`src/rtl/instr_fetch.sv`:
```
// Instruction fetch stage: issues one outstanding imem request at a time,
// holds the returned word for decode and handles redirects at any point.
module instr_fetch #(
  parameter logic [31:0] RESET_PC = 32'h0000_0000
) (
  input  logic        clk,
  input  logic        rst_n,
  output logic        imem_req,
  output logic [31:0] imem_addr,
  input  logic        imem_ready,
  input  logic        imem_rvalid,
  input  logic [31:0] imem_rdata,
  input  logic        redirect_valid,
  input  logic [31:0] redirect_pc,
  input  logic        id_ready,
  output logic        if_valid,
  output logic [31:0] if_instr,
  output logic [31:0] if_pc,
  output logic [6:0]  if_opcode
);

  localparam int unsigned XLEN   = 32;
  localparam int unsigned OPC_W  = 7;
  localparam logic [XLEN-1:0] NOP_INSTR = 32'h0000_0013;
  localparam logic [XLEN-1:0] PC_STEP   = 32'd4;
  localparam logic [XLEN-1:0] ALIGN_MSK = 32'hFFFF_FFFC;

  typedef enum logic [2:0] {
    IDLE  = 3'd0,
    FETCH = 3'd1,
    WAIT  = 3'd2,
    DROP  = 3'd3,
    HOLD  = 3'd4
  } state_t;

  state_t          state, state_n;
  logic [XLEN-1:0] pc, pc_n;
  logic [XLEN-1:0] req_pc, req_pc_n;
  logic            if_valid_n;
  logic [XLEN-1:0] if_instr_n, if_pc_n;
  logic            imem_req_n;

  // State and datapath registers
  always_ff @(posedge clk or negedge rst_n) begin
    if (!rst_n) begin
      state    <= IDLE;
      pc       <= RESET_PC;
      req_pc   <= '0;
      if_valid <= 1'b0;
      if_instr <= NOP_INSTR;
      if_pc    <= '0;
      imem_req <= 1'b0;
    end else begin
      state    <= state_n;
      pc       <= pc_n;
      req_pc   <= req_pc_n;
      if_valid <= if_valid_n;
      if_instr <= if_instr_n;
      if_pc    <= if_pc_n;
      imem_req <= imem_req_n;
    end
  end

  // Next-state and datapath update
  always_comb begin
    state_n    = state;
    pc_n       = pc;
    req_pc_n   = req_pc;
    if_valid_n = if_valid;
    if_instr_n = if_instr;
    if_pc_n    = if_pc;

    unique case (state)
      IDLE: state_n = FETCH;

      FETCH: begin
        if (redirect_valid) begin
          // An accepted request now targets the wrong pc; its response must be dropped.
          state_n = imem_ready ? DROP : FETCH;
        end else if (imem_ready) begin
          req_pc_n = pc;
          state_n  = WAIT;
        end
      end

      WAIT: begin
        if (redirect_valid) begin
          state_n = imem_rvalid ? FETCH : DROP;
        end else if (imem_rvalid) begin
          if_instr_n = imem_rdata;
          if_pc_n    = req_pc;
          if_valid_n = 1'b1;
          pc_n       = req_pc + PC_STEP;
          state_n    = HOLD;
        end
      end

      DROP: begin
        if (imem_rvalid) state_n = FETCH;
      end

      HOLD: begin
        if (redirect_valid || id_ready) begin
          if_valid_n = 1'b0;
          state_n    = FETCH;
        end
      end

      default: state_n = IDLE;
    endcase

    // Redirect always wins the pc, regardless of state
    if (redirect_valid) pc_n = redirect_pc & ALIGN_MSK;
  end

  assign imem_req_n = (state_n == FETCH);
  assign imem_addr  = pc;
  assign if_opcode  = if_instr[OPC_W-1:0];

endmodule

```
`config.mk`:
```
export PLATFORM = sky130hd
export DESIGN_NAME = instr_fetch
export DESIGN_NICKNAME = d
export VERILOG_FILES = /design/src/rtl/instr_fetch.sv
export SDC_FILE = /design/constraint.sdc
export NUM_CORES = 1
export LEC_CHECK = 0
export CORE_ASPECT_RATIO = 0.8
export CORE_MARGIN = 3
export CORE_UTILIZATION = 35
export CTS_CLUSTER_SIZE = 8
export DETAILED_ROUTE_END_ITERATION = 12
export GPL_TIMING_DRIVEN = 0
export PLACE_DENSITY = 0.61
export SETUP_SLACK_MARGIN = 0.15
export SLEW_MARGIN = 20
export SYNTH_ARGS = -nofsm -noshare
export SYNTH_HDL_FRONTEND = slang
export SYNTH_SLANG_ARGS = --single-unit
```
`constraint.sdc`:
```
create_clock -name clk -period 2.21 [get_ports clk]
set_clock_uncertainty 0.1 [all_clocks]
set_input_delay 0.663 -clock clk [delete_from_list [all_inputs] [get_ports clk]]
set_output_delay 0.663 -clock clk [all_outputs]
set_load 0.05 [all_outputs]
```
Word-level counts from Yosys, hierarchy flattened
Cells that the tools add are included.
Cells by class
  add/sub/neg operators: 1
  $mul: 0
  divide/modulo/power cells: 0
  $lt $le $gt $ge: 0
  eq/ne operators: 8
  shifts and indexed selects: 0
  muxes and demuxes: 16
  bitwise operators: 1
  reductions and logical operators: 9
Operators with widths (number)
  $mux 32: 3
  $add 32x3->32 const B: 1
  $mux 3: 6
  $pmux 3 s5: 1
  $eq 3x1->1 const B: 2
  $eq 3x2->1 const B: 2
  $ne 2x2->1 const B: 3
  $reduce_and 3->1: 2
  $reduce_bool 2->1: 3
  $mux 2: 2
  $reduce_and 4->1: 1
  $eq 3x3->1 const B: 1
  $logic_not 3->1: 1
  $mux 1: 3
  $pmux 1 s2: 1
  $reduce_and 2->1: 1
  $logic_or 1x1->1: 1
  $not 1->1: 1
Word-level totals
  register bits: 133
  bits in latches: 0
  bits in writable memories: 0
  bits in read-only memories: 0
  output and inout port bits: 105
  logic and storage cells: 42
  memories: 0

Depth between registers and ports, before layout
Gate-level depths: netlist (run 1).
  word-level depth: 4
  depth in mapped cells: 8
  mapped depth without buffers: 6

Worst setup path before layout (run 1)
OpenSTA, ideal clock, no wires.
  path kind: reg2reg
  start point: register req_pc[2]
  end point: register pc[18] (netlist: imem_addr[18])
  library setup time: 0.128 ns
  data arrival time: 1.664 ns
  setup slack: 0.318 ns
  stages on the path, launching flop included: 9
  clock period less this slack: 1.892 ns
  cell sequence: dfrtp_1 > ha_1 > and3_1 > clkbuf_1 > and3_1 > buf_2 > and4_1 > nor3_1 > o21ai_0
On the way
  cells in the longest elaborated chain, start to end: 4
Ends and longest elaborated chain
  start: declaration: line 38  | logic [XLEN-1:0] req_pc, req_pc_n;
  start signal: assignment: line 56  | req_pc <= req_pc_n;
  $add 32x3->32: line 93  | pc_n = req_pc + PC_STEP;
  $mux 32: line 89  | end else if (imem_rvalid) begin
  $mux 32: line 73  | unique case (state)
  $mux 32: line 113  | if (redirect_valid) pc_n = redirect_pc & ALIGN_MSK;
  end signal: assignment: line 55  | pc <= pc_n;
  end: declaration: line 37  | logic [XLEN-1:0] pc, pc_n;
Every way passes these cells. The select of a mux whose other input is x is not followed.
A chain may end at the register's enable or synchronous reset.

Final worst setup path (run 1)
  start point: register if_instr[27]
  end point: output if_instr[27]
RTL lines
  start: declaration: line 17  | output logic [31:0] if_instr,
  start signal: assignment: line 58  | if_instr <= if_instr_n;
No word-level cell between the ends.

==> Implementation_results.wiki, run 1 <==
{| class="wikitable"
! Metric !! Value
|-
| Peak supply drop || 839.0 uV
|-
| Cell accounting for the most synthesized area || sky130_fd_sc_hd__dfrtp_1
|-
| Hold crit path type || in2async
|-
| Number of fillers in the final layout || 1451
|-
| Cell breakdown of the critical path || clkdlybuf4s15_1
|-
| Grt ovf || 0
|-
| Syn_nets || 677
|-
| Top cells by count, synth || sky130_fd_sc_hd__nand2_1, sky130_fd_sc_hd__dfrtp_1, sky130_fd_sc_hd__mux2_2
|-
| Largest stage delay, worst path || 500 ps
|-
| Worst Slack Setup Final || 190.8 ps
|-
| Height of the die || 121.7 um
|-
| Wire length of the first global-routing pass || 26.59 mm
|-
| Total Power || 11.96 mW
|-
| DP Worst Slack || -907.5 ps
|-
| Number of inserted diodes || 0
|-
| Fraction of layout cells with a size suffix above 1 || 28.71%
|-
| CTS clk-pin slew, worst paths || 60 ps
|-
| Area used by multi-input combinational logic || between 2000 and 2500 um2
|-
| Distinct cell type count of the synthesized netlist || 41
|-
| Setup Total Neg Slack || 0 ps
|-
| Count of final max-slew check failures || 0
|-
| Relative slew margins || 64.47%
|-
| Post-route clock period utilization || 91.36%
|-
| Synthesis-stage register bit count || around 130
|-
| Fraction of post-synthesis cell area in the top cell type by area || a little under three fifths
|-
| Critical register-to-register path endpoint || imem_addr[18]$_DFFE_PN0P_
|-
| Overall die width || 150.6 um
|-
| Count of mapped cells out of synthesis || 606
|-
| Setup repair after global routing missed its margin || true
|-
| Growth of design area from synthesis to finish || 43.74%
|-
| Port buffer count || 172
|-
| Antenna violations before repair || 0
|-
| Latest clock arrival within the worst-skew pair || between 400 and 500 ps
|-
| First-pass iteration count of the detailed router || 4
|-
| Outcome || finished clean
|-
| Total met3 wirelength after detailed routing || 1.309 mm
|-
| Synthesized area || between 5000 and 6000 um2
|-
| Achievable clock frequency || 495.3 MHz
|-
| Setup crit end kind || output pin
|-
| Clock tree from TritonCTS || done
|-
| Leakage power summed over all cells || 4.018 nW
|-
| Initial Util || 36.45%
|-
| Critical path buffer and inverter count || 1
|-
| Fin util || 52.40%
|-
| Sequential-to-total area share from yosys stat || between 50% and 60%
|-
| Top routing layer in use || met4
|-
| Arrival time worst endpoint || approximately 1300 ps
|-
| Share of flip-flops with an asynchronous set or reset || between 90% and 100%
|-
| Critical path peak fanout || 2
|-
| Htree depth || 4
|-
| Worst-margin pin slew || about 530 ps
|-
| CTS max path bufs || 2
|-
| Startpoint class of the critical path || register
|-
| Total clock sinks || 133
|-
| Ratio of total power to cell area || 1422 nW/um2
|-
| Final period demand of the worst path || 2019 ps
|-
| Count of cells along the worst register-to-register path || 8
|-
| Vias per cell || 4.863
|-
| Row count || just over 40
|-
| Worst setup slack for register-to-register paths || approximately 240 ps
|-
| Syn Area/Cell || 9.659 um2
|-
| Routed wire length on met2 || 7.336 mm
|-
| CP max-delay cell || sky130_fd_sc_hd__clkdlybuf4s15_1
|-
| Total count of hold-check failures in the final report || 0
|-
| Count of vias placed by the detailed router || 5009
|-
| Detailed-placement wirelength estimate || 12.32 mm
|-
| Routability Congestion || 0.8405
|-
| Synthesis warning total || 0
|-
| Number of buffers created by CTS || 17
|-
| Root Buffer || sky130_fd_sc_hd__clkbuf_16
|-
| Number of maximum-capacitance violations || 0
|-
| Number of global-route vias before repair || 4905
|-
| M1 WL || 8.380 mm
|-
| Standard cell core area || 16060 um2
|-
| Total I/O pin count || 175
|-
| Top post-synthesis cells by area || sky130_fd_sc_hd__dfrtp_1, sky130_fd_sc_hd__nand2_1, sky130_fd_sc_hd__mux2_2, sky130_fd_sc_hd__o21ai_0, sky130_fd_sc_hd__xor2_1
|-
| Net count of the finished layout || between 800 and 900
|-
| Mean routed wirelength per cell || 16.67 um
|-
| GRT Resource Usage Total || approximately a fifth
|-
| Final setup fails || 0
|-
| Die Footprint || around 18000 um2
|-
| Number of DRC violations after detailed routing || 0
|-
| DRC marker count from the first detailed-route iteration || 314
|-
| Required time at the worst-slack endpoint || between 1000 and 1500 ps
|-
| Launch point of the worst reg-to-reg path || req_pc[3]$_DFFE_PN0P_
|-
| Routed Antenna Nets || 0
|-
| Tightest hold margin || around 90 ps
|-
| Register area || 3337 um2
|-
| Number of flops mapped to enable cells by yosys || 0
|-
| Maximum number of pins on one net before global-route repair || 69
|-
| Crit path max-delay family || buffers and inverters
|-
| Most used DFF post-synth || sky130_fd_sc_hd__dfrtp_1
|-
| Cell with the most instances after synthesis || sky130_fd_sc_hd__nand2_1
|-
| Overall routed net length || 17.17 mm
|-
| Class of the most critical setup path || reg2out
|}
layer usage:
metal | vias up | track usage [%]
met5 | - | 0
met4 | 0 | 5.040
met3 | 15 | 5.727
met2 | 153 | 27.61
met1 | 2457 | 27.24
li1 | 2384 | -
logic make-up (layout without fill, tap and decap cells):
logic type | Yosys count | after routing | share of synthesized area [%]
flops | 133 | 133 | 56.93
xor+xnor | 25 | 25 | 3.869
buf+inv | 48 | 257 | 3.634
simple gates | 304 | 304 | 22.25
fa+ha+maj | 1 | 1 | 0.2137
compound gates | 57 | 57 | 5.900
mux | 38 | 38 | 7.204
placed cells by master, fill, tap and decap left out, types with 10 or more instances in the layout:
cell type,count
sky130_fd_sc_hd__o21ai_0,22
sky130_fd_sc_hd__nand2_1,235
sky130_fd_sc_hd__a21oi_1,15
sky130_fd_sc_hd__buf_4,18
sky130_fd_sc_hd__xor2_1,13
sky130_fd_sc_hd__nand4_1,10
sky130_fd_sc_hd__clkdlybuf4s15_2,54
sky130_fd_sc_hd__mux2_2,33
sky130_fd_sc_hd__clkbuf_16,17
sky130_fd_sc_hd__clkdlybuf4s50_1,65
sky130_fd_sc_hd__clkbuf_2,53
sky130_fd_sc_hd__buf_2,17
sky130_fd_sc_hd__nand3_1,13
sky130_fd_sc_hd__o221ai_1,11
sky130_fd_sc_hd__xnor2_1,11
sky130_fd_sc_hd__dfrtp_1,126
sky130_fd_sc_hd__nor2_1,12
registers in the layout, indices dropped and copies added, names as in the netlist:
register	count
if_instr	32
if_pc	32
if_valid	1
imem_addr	32
imem_req	1
req_pc	32
state	3
what timing repair did:
action | in CTS | in global routing
buffers inserted | 3 | 1
hold buffers | 0 | 0
endpoints found under the setup margin | 230 | 157
pin swaps | 1 | 4
gates resized for setup | 321 | 85
worst reg2reg max path, delay by kind of cell (launching register included):
family	cells	cell delay, ps
and+or+nand+nor	4	740
adders and majority gates	1	220
buffers and inverters	2	300
AOI/OAI and AO/OA	1	80
DFF	1	420
where the power goes:
group,leakage (nW),total (mW),switching [mW],internal (mW)
sequential,1.67,4.20,0.831,3.37
clock,0.281,2.65,1.01,1.64
combinational,2.07,5.11,3.55,1.57
layout make-up:
class	instances	area share [%]
clock inverters	7	0.5205
inverters	4	0.1785
clock buffers	25	6.246
repair buffers	177	19.38
plain buffers	44	3.108
multi-input cells	425	27.71
flip-flops and latches	133	39.66
well taps	215	3.198
worst max-delay path by stage:
| stage | to | depth (start not counted) | slack, ps | from |
|---|---|---|---|---|
| after detailed placement | if_pc[2]$_DFFE_PN0P_ | 7 | -910 | imem_rvalid |
| after floorplan | imem_addr[18]$_DFFE_PN0P_ | 8 | 320 | req_pc[2]$_DFFE_PN0P_ |
| after global routing | imem_addr[24]$_DFFE_PN0P_ | 8 | 140 | req_pc[3]$_DFFE_PN0P_ |
| final | if_instr[27] | 1 | 190 | if_instr[27]$_DFFE_PN0P_ |
| after global placement | if_pc[20]$_DFFE_PN0P_ | 1 | -4830 | rst_n |
| after CTS | if_opcode[3] | 2 | 150 | if_instr[3]$_DFFE_PN0P_ |
metrics by stage:
step | instances | instance area, um2
2_1_floorplan | 606 | 5853
3_3_place_gp | 993 | 7844
3_5_place_dp | 994 | 7876
4_1_cts | 1029 | 8573
5_1_grt | 1030 | 8413
6_report | 1030 | 8413
Power figures use the tool's default switching activity.
==> run 2: changes to the inputs <==
- ABC_CLOCK_PERIOD_IN_PS: default -> 2210
- SLEW_MARGIN: 20 -> default
==> Implementation_results.wiki, run 2 (same netlist as run 1, synthesis figures left out) <==
{| class="wikitable"
! Metric !! Value
|-
| Met3 track demand over resource in global routing || 5.987% (+0.26 points)
|-
| Peak supply drop || 696.8 uV (-17%)
|-
| Worst-margin pin slew || 633.1 ps (+100.1 ps)
|-
| Count of vias placed by the detailed router || 4967 (-0.84%)
|-
| Number of buffers created by CTS || 17 (unchanged)
|-
| Grt peak-use layer || met1
|-
| Standard cell core area || 16060 um2 (unchanged)
|-
| Power share of the clock group || 23.0% (+0.8 points)
|-
| Achievable clock frequency || 496.6 MHz (+0.28%)
|-
| Maximum number of pins on one net before global-route repair || 69 (unchanged)
|-
| Number of fillers in the final layout || 1450 (-0.069%)
|-
| Grt ovf || 0 (unchanged)
|-
| Port buffer count || 172 (unchanged)
|-
| Overall die width || 150.6 um (unchanged)
|-
| CTS clk-pin slew, worst paths || 60 ps (about the same)
|-
| Overall routed net length || 17.04 mm (-0.76%)
|-
| Global-route met1 utilization || 27.83% (+0.59 points)
|-
| Antenna violations before repair || 0 (unchanged)
|-
| GRT Resource Usage Total || 18.83% (about the same)
|-
| DRC marker count from the first detailed-route iteration || 242 (-23%)
|-
| Htree depth || 4 (unchanged)
|-
| Routability Congestion || 0.8405 (unchanged)
|-
| Total I/O pin count || 175 (unchanged)
|-
| Combinational share of power || 42.4% (-0.3 points)
|-
| Portion of total power attributed to sequential cells || 34.7% (-0.4 points)
|-
| Arrival time worst endpoint || 2230 ps (+970 ps)
|-
| Wire length of the first global-routing pass || 26.70 mm (+0.42%)
|-
| Initial Util || 36.45% (unchanged)
|-
| Die Footprint || 18320 um2 (unchanged)
|-
| CTS max path bufs || 2 (unchanged)
|-
| Startpoint class of the critical path || input pin
|-
| Clock tree from TritonCTS || done
|-
| First-pass iteration count of the detailed router || 5 (+1)
|-
| Net count of the finished layout || 875 (+0.23%)
|-
| Final period demand of the worst path || 2014 ps (-5.634 ps)
|-
| Number of maximum-capacitance violations || 0 (unchanged)
|-
| Internal cell power || 6.714 mW (+2.1%)
|-
| Number of placed instances, taps included || 994 (unchanged)
|-
| Most frequent standard cell in the layout excluding fill and tap cells || sky130_fd_sc_hd__nand2_1
|-
| Relative slew margins || 57.79% (-6.7 points)
|-
| Total clock sinks || 133 (unchanged)
|-
| Total Power || 12.09 mW (+1.1%)
|-
| Number of global-route vias before repair || 4917 (+0.24%)
|-
| Post-route clock period utilization || 91.11% (-0.25 points)
|-
| Growth of design area from synthesis to finish || 44.57%
|-
| Outcome || finished clean
|-
| Class of the most critical setup path || in2reg
|-
| Final setup fails || 0 (unchanged)
|-
| Switching power total || 5.376 mW (-0.28%)
|-
| Row count || 41 (unchanged)
|-
| Most used cells in the layout excluding fill and tap cells || sky130_fd_sc_hd__nand2_1, sky130_fd_sc_hd__dfrtp_1, sky130_fd_sc_hd__clkdlybuf4s50_1
|-
| Worst setup slack for register-to-register paths || 210 ps (-30 ps)
|-
| Setup crit end kind || register
|-
| Latest clock arrival within the worst-skew pair || 410 ps (about the same)
|-
| Hold buffers post-CTS || 0 (unchanged)
|-
| Fraction of layout cells with a size suffix above 1 || 28.15% (-0.56 points)
|-
| Required time at the worst-slack endpoint || 2430 ps (+980 ps)
|-
| Routed Antenna Nets || 0 (unchanged)
|-
| Detailed-placement wirelength estimate || 12.28 mm (-0.35%)
|-
| Number of inserted diodes || 0 (unchanged)
|-
| Hold crit path type || in2async
|-
| Register area || 3334 um2 (about the same)
|-
| Mean routed wirelength per cell || 16.51 um (-0.95%)
|-
| Number of DRC violations after detailed routing || 0 (unchanged)
|-
| Critical path peak fanout || 10 (+8)
|-
| Sw Share || 44.47% (-0.59 points)
|-
| Height of the die || 121.7 um (unchanged)
|-
| Vias per cell || 4.813 (-1.0%)
|-
| Area used by multi-input combinational logic || 2337 um2 (+0.27%)
|-
| Ratio of total power to cell area || 1429 nW/um2 (+0.47%)
|-
| Total count of hold-check failures in the final report || 0 (unchanged)
|-
| Count of final max-slew check failures || 0 (unchanged)
|-
| Setup repair after global routing missed its margin || true
|-
| Root Buffer || sky130_fd_sc_hd__clkbuf_16
|-
| Met2 track utilization from global routing || 27.50% (-0.11 points)
|-
| Count of non-filler cells in the finished layout || 1032 (+0.19%)
|-
| Leakage power summed over all cells || 4.042 nW (+0.60%)
|}
-- run 2: cell count changes in the layout (fill, tap and decap cells not counted), sizes merged --
cell and delta:
buf +4, bufinv +2, clkbuf -7, clkdlybuf4s15 +4
clkdlybuf4s18 -1
-- run 2: layer usage --
layer	vias up	routed length [um]
met5	-	0
met2	170	7275
li1	2396	-
met1	2390	8344
met4	0	129
met3	11	1289
-- run 2: worst paths after layout --
kind | end | depth (start not counted) | from
worst max-delay path | imem_addr[29]$_DFFE_PN0P_ | 6 | imem_rvalid
worst min-delay path | if_instr[26]$_DFFE_PN0P_ | 1 | rst_n
worst max register to register | imem_addr[27]$_DFFE_PN0P_ | 6 | req_pc[4]$_DFFE_PN0P_
worst min register to register | if_pc[1]$_DFFE_PN0P_ | 2 | if_pc[1]$_DFFE_PN0P_
max in group asynchronous | req_pc[6]$_DFFE_PN0P_ | 2 | rst_n
min in group clk | if_pc[1]$_DFFE_PN0P_ | 2 | if_pc[1]$_DFFE_PN0P_
-- run 2: timing repair --
action / in CTS / in global routing
pin swaps: 1 / 3
endpoints found under the setup margin: 230 / 161
gates resized for setup: 318 / 80
buffers inserted: 5 / 2
-- run 2: power by group through the flow --
stage	registers [mW]	clock network, mW	logic (mW)
after global routing	4.34	2.94	5.43
after global placement	4.17	0	5.48
after CTS	4.19	2.84	5.29
final	4.19	2.78	5.12
after detailed placement	4.22	0	5.53
after floorplan	6.22	0	1.48
-- run 2: metrics by stage --
stage / hold slack, ps / worst slack [ps] / setup TNS [ps] / utilization [%] / instance area (um2)
6_report: 142.6 / 196.5 / 0 / 52.70 / 8462
5_1_grt: 181.7 / 137.2 / 0 / 52.70 / 8462
4_1_cts: 161.9 / 149.3 / 0 / 53.57 / 8601
3_5_place_dp: 361.5 / -879.6 / -81100 / 49.03 / 7873
3_3_place_gp: 354.2 / -4833 / -716940 / 48.85 / 7844
2_1_floorplan: 267.4 / 317.8 / 0 / - / 5853
-- run 2: area by class of cell --
cell class / count / area share [%]
sequential: 133 / 39.41
multi-input combinational: 425 / 27.62
timing repair buffer: 180 / 19.67
clock buffer: 23 / 5.767
tap: 215 / 3.179
buffer: 43 / 3.002
clock inverter: 9 / 1.183
inverter: 4 / 0.1774
-- run 2: critical path, cell delays in order --
cell                              delay (ps)
sky130_fd_sc_hd__clkdlybuf4s50_1         500
sky130_fd_sc_hd__nor4bb_2                310
sky130_fd_sc_hd__buf_4                   200
sky130_fd_sc_hd__nand2_4                 140
sky130_fd_sc_hd__buf_4                   220
sky130_fd_sc_hd__o221ai_1                190
==> run 3: changes to the inputs <==
- CORE_UTILIZATION: 35 -> 47
- PLACE_DENSITY: 0.61 -> 0.79
==> Implementation_results.wiki, run 3 (same netlist as run 1, synthesis figures left out) <==
{| class="wikitable"
! Metric !! Value
|-
| Outcome || finished clean
|-
| Detailed-placement wirelength estimate || 11.96 mm (-2.6%)
|-
| Number of global-route vias before repair || 5266 (+7.1%)
|-
| Crit path max-delay family || buffers and inverters
|-
| Required time at the worst-slack endpoint || 1450 ps (-980 ps)
|-
| Cell breakdown of the critical path || clkdlybuf4s15_1
|-
| Count of vias placed by the detailed router || 5115 (+3.0%)
|-
| Most used cells in the layout excluding fill and tap cells || sky130_fd_sc_hd__nand2_1, sky130_fd_sc_hd__dfrtp_1, sky130_fd_sc_hd__clkdlybuf4s50_1
|-
| Critical path peak fanout || 2 (-8)
|-
| Register area || 3333 um2 (about the same)
|-
| Setup repair after global routing missed its margin || true
|-
| First-pass iteration count of the detailed router || 5 (unchanged)
|-
| Growth of design area from synthesis to finish || 41.92%
|-
| Overall routed net length || 16.99 mm (-0.28%)
|-
| Critical path buffer and inverter count || 1 (-2)
|-
| Die Footprint || 13840 um2 (-24%)
|-
| Post-route clock period utilization || 91.76% (+0.65 points)
|-
| Clock tree from TritonCTS || done
|-
| Standard cell core area || 11820 um2 (-26%)
|-
| Tightest hold margin || 144.3 ps (+1.710 ps)
|-
| Hold buffers post-CTS || 0 (unchanged)
|-
| Initial Util || 49.50% (+13 points)
|-
| Number of fillers in the final layout || 898 (-38%)
|-
| Number of maximum-capacitance violations || 0 (unchanged)
|-
| Final setup fails || 0 (unchanged)
|-
| Arrival time worst endpoint || 1260 ps (-970 ps)
|-
| Routability Congestion || 0.8264 (-1.7%)
|-
| Ratio of total power to cell area || 1445 nW/um2 (+1.2%)
|-
| Mean routed wirelength per cell || 17.63 um (+6.8%)
|-
| DRC marker count from the first detailed-route iteration || 259 (+7.0%)
|-
| GRT Resource Usage Total || 25.24% (+6.4 points)
|-
| Most frequent standard cell in the layout excluding fill and tap cells || sky130_fd_sc_hd__nand2_1
|-
| Peak supply drop || 990.8 uV (+42%)
|-
| Total I/O pin count || 175 (unchanged)
|-
| Final period demand of the worst path || 2028 ps (+14.41 ps)
|-
| Hold crit path type || in2async
|-
| Number of inserted diodes || 0 (unchanged)
|-
| Number of buffers created by CTS || 17 (unchanged)
|-
| Root Buffer || sky130_fd_sc_hd__clkbuf_16
|-
| Largest stage delay, worst path || 520 ps (+20 ps)
|-
| Crit. path cell count || 1 (-5)
|-
| Overall die width || 130.8 um (-13%)
|-
| Total Power || 12.01 mW (-0.70%)
|-
| Wire length of the first global-routing pass || 27.14 mm (+1.6%)
|-
| Total clock sinks || 133 (unchanged)
|-
| Height of the die || 105.8 um (-13%)
|-
| Routed Antenna Nets || 0 (unchanged)
|-
| Net count of the finished layout || 874 (-0.11%)
|-
| Latest clock arrival within the worst-skew pair || 410 ps (about the same)
|-
| CTS clk-pin slew, worst paths || 60 ps (about the same)
|-
| Grt ovf || 0 (unchanged)
|-
| Relative slew margins || 57.91% (+0.12 points)
|-
| Antenna violations before repair || 0 (unchanged)
|-
| Vias per cell || 5.306 (+10%)
|-
| Count of final max-slew check failures || 0 (unchanged)
|-
| Area used by multi-input combinational logic || 2341 um2 (+0.16%)
|-
| Achievable clock frequency || 493.1 MHz (-0.71%)
|-
| Row count || 35 (-15%)
|-
| Class of the most critical setup path || reg2out
|-
| Startpoint class of the critical path || register
|-
| Setup crit end kind || output pin
|-
| Fraction of layout cells with a size suffix above 1 || 27.08% (-1.1 points)
|-
| Worst-margin pin slew || 631.4 ps (-1.740 ps)
|-
| Count of cells along the worst register-to-register path || 8 (+2)
|-
| CTS max path bufs || 2 (unchanged)
|-
| Leakage power summed over all cells || 4.019 nW (-0.57%)
|-
| Port buffer count || 172 (unchanged)
|-
| Htree depth || 4 (unchanged)
|-
| Number of DRC violations after detailed routing || 0 (unchanged)
|-
| Maximum number of pins on one net before global-route repair || 69 (unchanged)
|-
| Total count of hold-check failures in the final report || 0 (unchanged)
|-
| CP max-delay cell || sky130_fd_sc_hd__clkdlybuf4s15_1
|}
run 3: area by class of cell:
class	instances	share of cell area (%)
Buffer	44	3.344
Clock buffer	23	5.754
Clock inverter	9	0.9640
Inverter	4	0.1808
Multi-Input combinational cell	425	28.18
Sequential cell	133	40.13
Tap cell	148	2.229
Timing Repair Buffer	178	19.22
run 3: layer usage:
metal / global-route usage [%] / up-vias / part of all wire (%)
li1: - / 2396 / -
met1: 34.88 / 2502 / 45
met2: 39.04 / 187 / 47
met3: 5.724 / 30 / 6.7
met4: 9.178 / 0 / 2.0
met5: 0 / - / 0
run 3: path summary, 6_finish.rpt:
path	to	start	slack, ps
max	if_pc[5]	if_pc[5]$_DFFE_PN0P_	180
min	if_pc[21]$_DFFE_PN0P_	rst_n	140
max reg2reg	imem_addr[18]$_DFFE_PN0P_	req_pc[2]$_DFFE_PN0P_	230
min reg2reg	if_instr[4]$_DFFE_PN1P_	if_instr[4]$_DFFE_PN1P_	370
max in group asynchronous	req_pc[4]$_DFFE_PN0P_	rst_n	1110
min in group clk	if_instr[4]$_DFFE_PN1P_	if_instr[4]$_DFFE_PN1P_	370
run 3: timing repair:
item                       in CTS  in global routing
gates resized for setup       307                 80
setup endpoints to repair     232                 81
pin swaps                       1                  0
setup buffers                   5                  0
run 3: report_power, final:
part | switching [mW] | leakage, nW | internal, mW | total [mW]
Clock | 1.04 | 0.265 | 1.63 | 2.66
Combinational | 3.58 | 2.08 | 1.55 | 5.13
Sequential | 0.847 | 1.67 | 3.36 | 4.21
run 3: metrics by stage:
stage          area [um2]  instances  util, %  worst slack [ps]  TNS [ps]
6_report             8307        964    70.25             182.1         0
5_1_grt              8307        964    70.25             115.1         0
2_1_floorplan        5853        606        -             317.8         0
3_5_place_dp         7789        927    65.87            -825.1    -77500
3_3_place_gp         7760        926    65.63             -4678   -687120
4_1_cts              8501        964    71.89             150.0         0
==> variant, RTL diff (flow settings as in run 2) <==
Encoding of `state_t`: now one-hot (5 bits for 5 states).
--- a/src/rtl/instr_fetch.sv
+++ b/src/rtl/instr_fetch.sv
@@ -26,10 +26,10 @@
   localparam logic [XLEN-1:0] ALIGN_MSK = 32'hFFFF_FFFC;
 
-  typedef enum logic [2:0] {
-    IDLE  = 3'd0,
-    FETCH = 3'd1,
-    WAIT  = 3'd2,
-    DROP  = 3'd3,
-    HOLD  = 3'd4
+  typedef enum logic [4:0] {
+    IDLE  = 5'b00001,
+    FETCH = 5'b00010,
+    WAIT  = 5'b00100,
+    DROP  = 5'b01000,
+    HOLD  = 5'b10000
   } state_t;
 
Function: no difference found for any inputs over 4 cycles, from zero or initial values and one cycle with rst_n low; so few cycles prove little.
==> variant against run 2 <==
Sequential cell count up 2; design area up 3.9%; total power shrank 13%; routed wire length increased by 7.0%; clock power increased by 8.6%; setup slack lost 14 ps; synthesized area up 2.0%; final cell count is 3.1% higher; critical endpoint is now req_pc[12].
==> variant: results (changes against run 2) <==
GRT
  – Vias in the first global route: 5201 (+5.8%)
  – Gr usage total: 0.197 (+0.00852)
  – First-pass GRT wire length: 28600 um (+7.0%)
  – Largest net degree at the start of global routing: 102 (+48%)

Pwr
  – LEAKAGE: 4.26 nW (+5.5%)
  – Worst VDD drop: 0.494 mV (-29%)
  – Psw: 4.14 mW (-23%)

Detailed routing
  – Initial DRC count: 301 (+24%)
  – Vias/cell: 4.92 (+2.3%)
  – Wire length per cell: 17.1 um (+3.8%)
  – Drt first pass iters: 5 (unchanged)
  – Final WL: 18200 um (+7.0%)

Status
  – Status: finished clean

Setup path
  – Slowest stage delay, CP: 520 ps (+20 ps)
  – Flop-to-flop setup slack: 230 ps (+20 ps)
  – Reg2Reg Capture Point: imem_addr[23]
  – RR Startpoint: req_pc[5]
  – Critical-path maximum fanout: 10 (unchanged)
  – R2R depth: 5 (-1)

Placed design
  – HPWL Detailed: 12900 um (+5.2%)
  – Inst Count DP: 1017 (+2.3%)
  – Area post-placement: 0.00800 mm2 (+1.6%)
  – Final GP Congestion: 0.891 (+6.1%)
  – Post-Place Worst Slack: -1040 ps (-163 ps)

Clock tree
  – CTS buffer count: 17 (unchanged)
  – CTS clk-pin slew, worst paths: 60 ps (about the same)

Final layout
  – Fraction of layout cells with a size suffix above 1: 0.254 (-0.0280)
  – Final Cell Area: 0.00879 mm2 (+3.9%)
  – # diodes: 0 (unchanged)
  – Nets@finish: 902 (+3.1%)
  – Fill cells: 1488 (+2.6%)

Yosys
  – Post-Synthesis Cells: 624 (+3.0%)
  – Net count after synthesis: 695 (+2.7%)
  – Xor/xnor share of the synthesized area: 0.0381 (-0.000561)
  – Seq/Total Area, Yosys: 0.567 (-0.00274)
  – Commonest cells post-synth: 239 x nand2_1, 131 x dfrtp_1, 29 x mux2_1
  – Area contributors post-synth: dfrtp_1 55%, nand2_1 15%, mux2_1 5.5%
  – Synth async-reset ratio: 1.00 (unchanged)
  – Complex-gate fraction of the synthesized area: 0.0683 (+0.00930)
  – Post-synthesis adder-cell area fraction: 0.00210 (-0.0000425)
  – Mux cell area share after synthesis: 0.0580 (-0.0140)

STA
  – Slew @ Worst Pin: 531 ps (-102 ps)
  – Hold_ws: 36.0 ps (-107 ps)
## variant: how the worst max path moves through the flow
stage | from | cells after the start | slack, ps | end
3_3_place_gp | rst_n | 1 | -4920 | imem_addr[19]
3_5_place_dp | imem_rvalid | 6 | -1040 | if_pc[3]
5_1_grt | imem_ready | 5 | 120 | req_pc[12]
2_1_floorplan | imem_ready | 4 | 240 | req_pc[12]
4_1_cts | imem_rvalid | 6 | 140 | if_pc[3]
6_report | imem_ready | 5 | 180 | req_pc[12]
## variant: repair_timing
item                       CTS  global route
setup buffers                9             6
pin swaps                    4             6
setup endpoints to repair  229           139
hold buffers                 0             0
gates resized for setup    340            59
## variant: power groups by stage
stage / sequential (mW) / combinational, mW / clock, mW
after global routing: 3.97 / 3.82 / 3.18
after floorplan: 4.98 / 1.18 / 0
after CTS: 3.81 / 3.66 / 3.08
after detailed placement: 3.84 / 3.72 / 0
final: 3.86 / 3.59 / 3.02
after global placement: 3.82 / 3.67 / 0
## variant: routing by layer
metal  share of wire  GRT usage  wire, um  vias up
met4           0.014     0.0618       263        0
met1            0.47      0.274      8500     2520
li1                -          -         -     2496
met5               0          0         0        -
met2            0.46      0.299      8320      201
met3           0.063     0.0578      1160       21
## variant: layout make-up
type / instances / share of cell area
Sequential cell: 135 / 0.386
Multi-Input combinational cell: 445 / 0.284
Timing Repair Buffer: 188 / 0.199
Clock buffer: 25 / 0.0598
Tap cell: 220 / 0.0313
Buffer: 38 / 0.0256
Clock inverter: 7 / 0.0128
Inverter: 6 / 0.00256
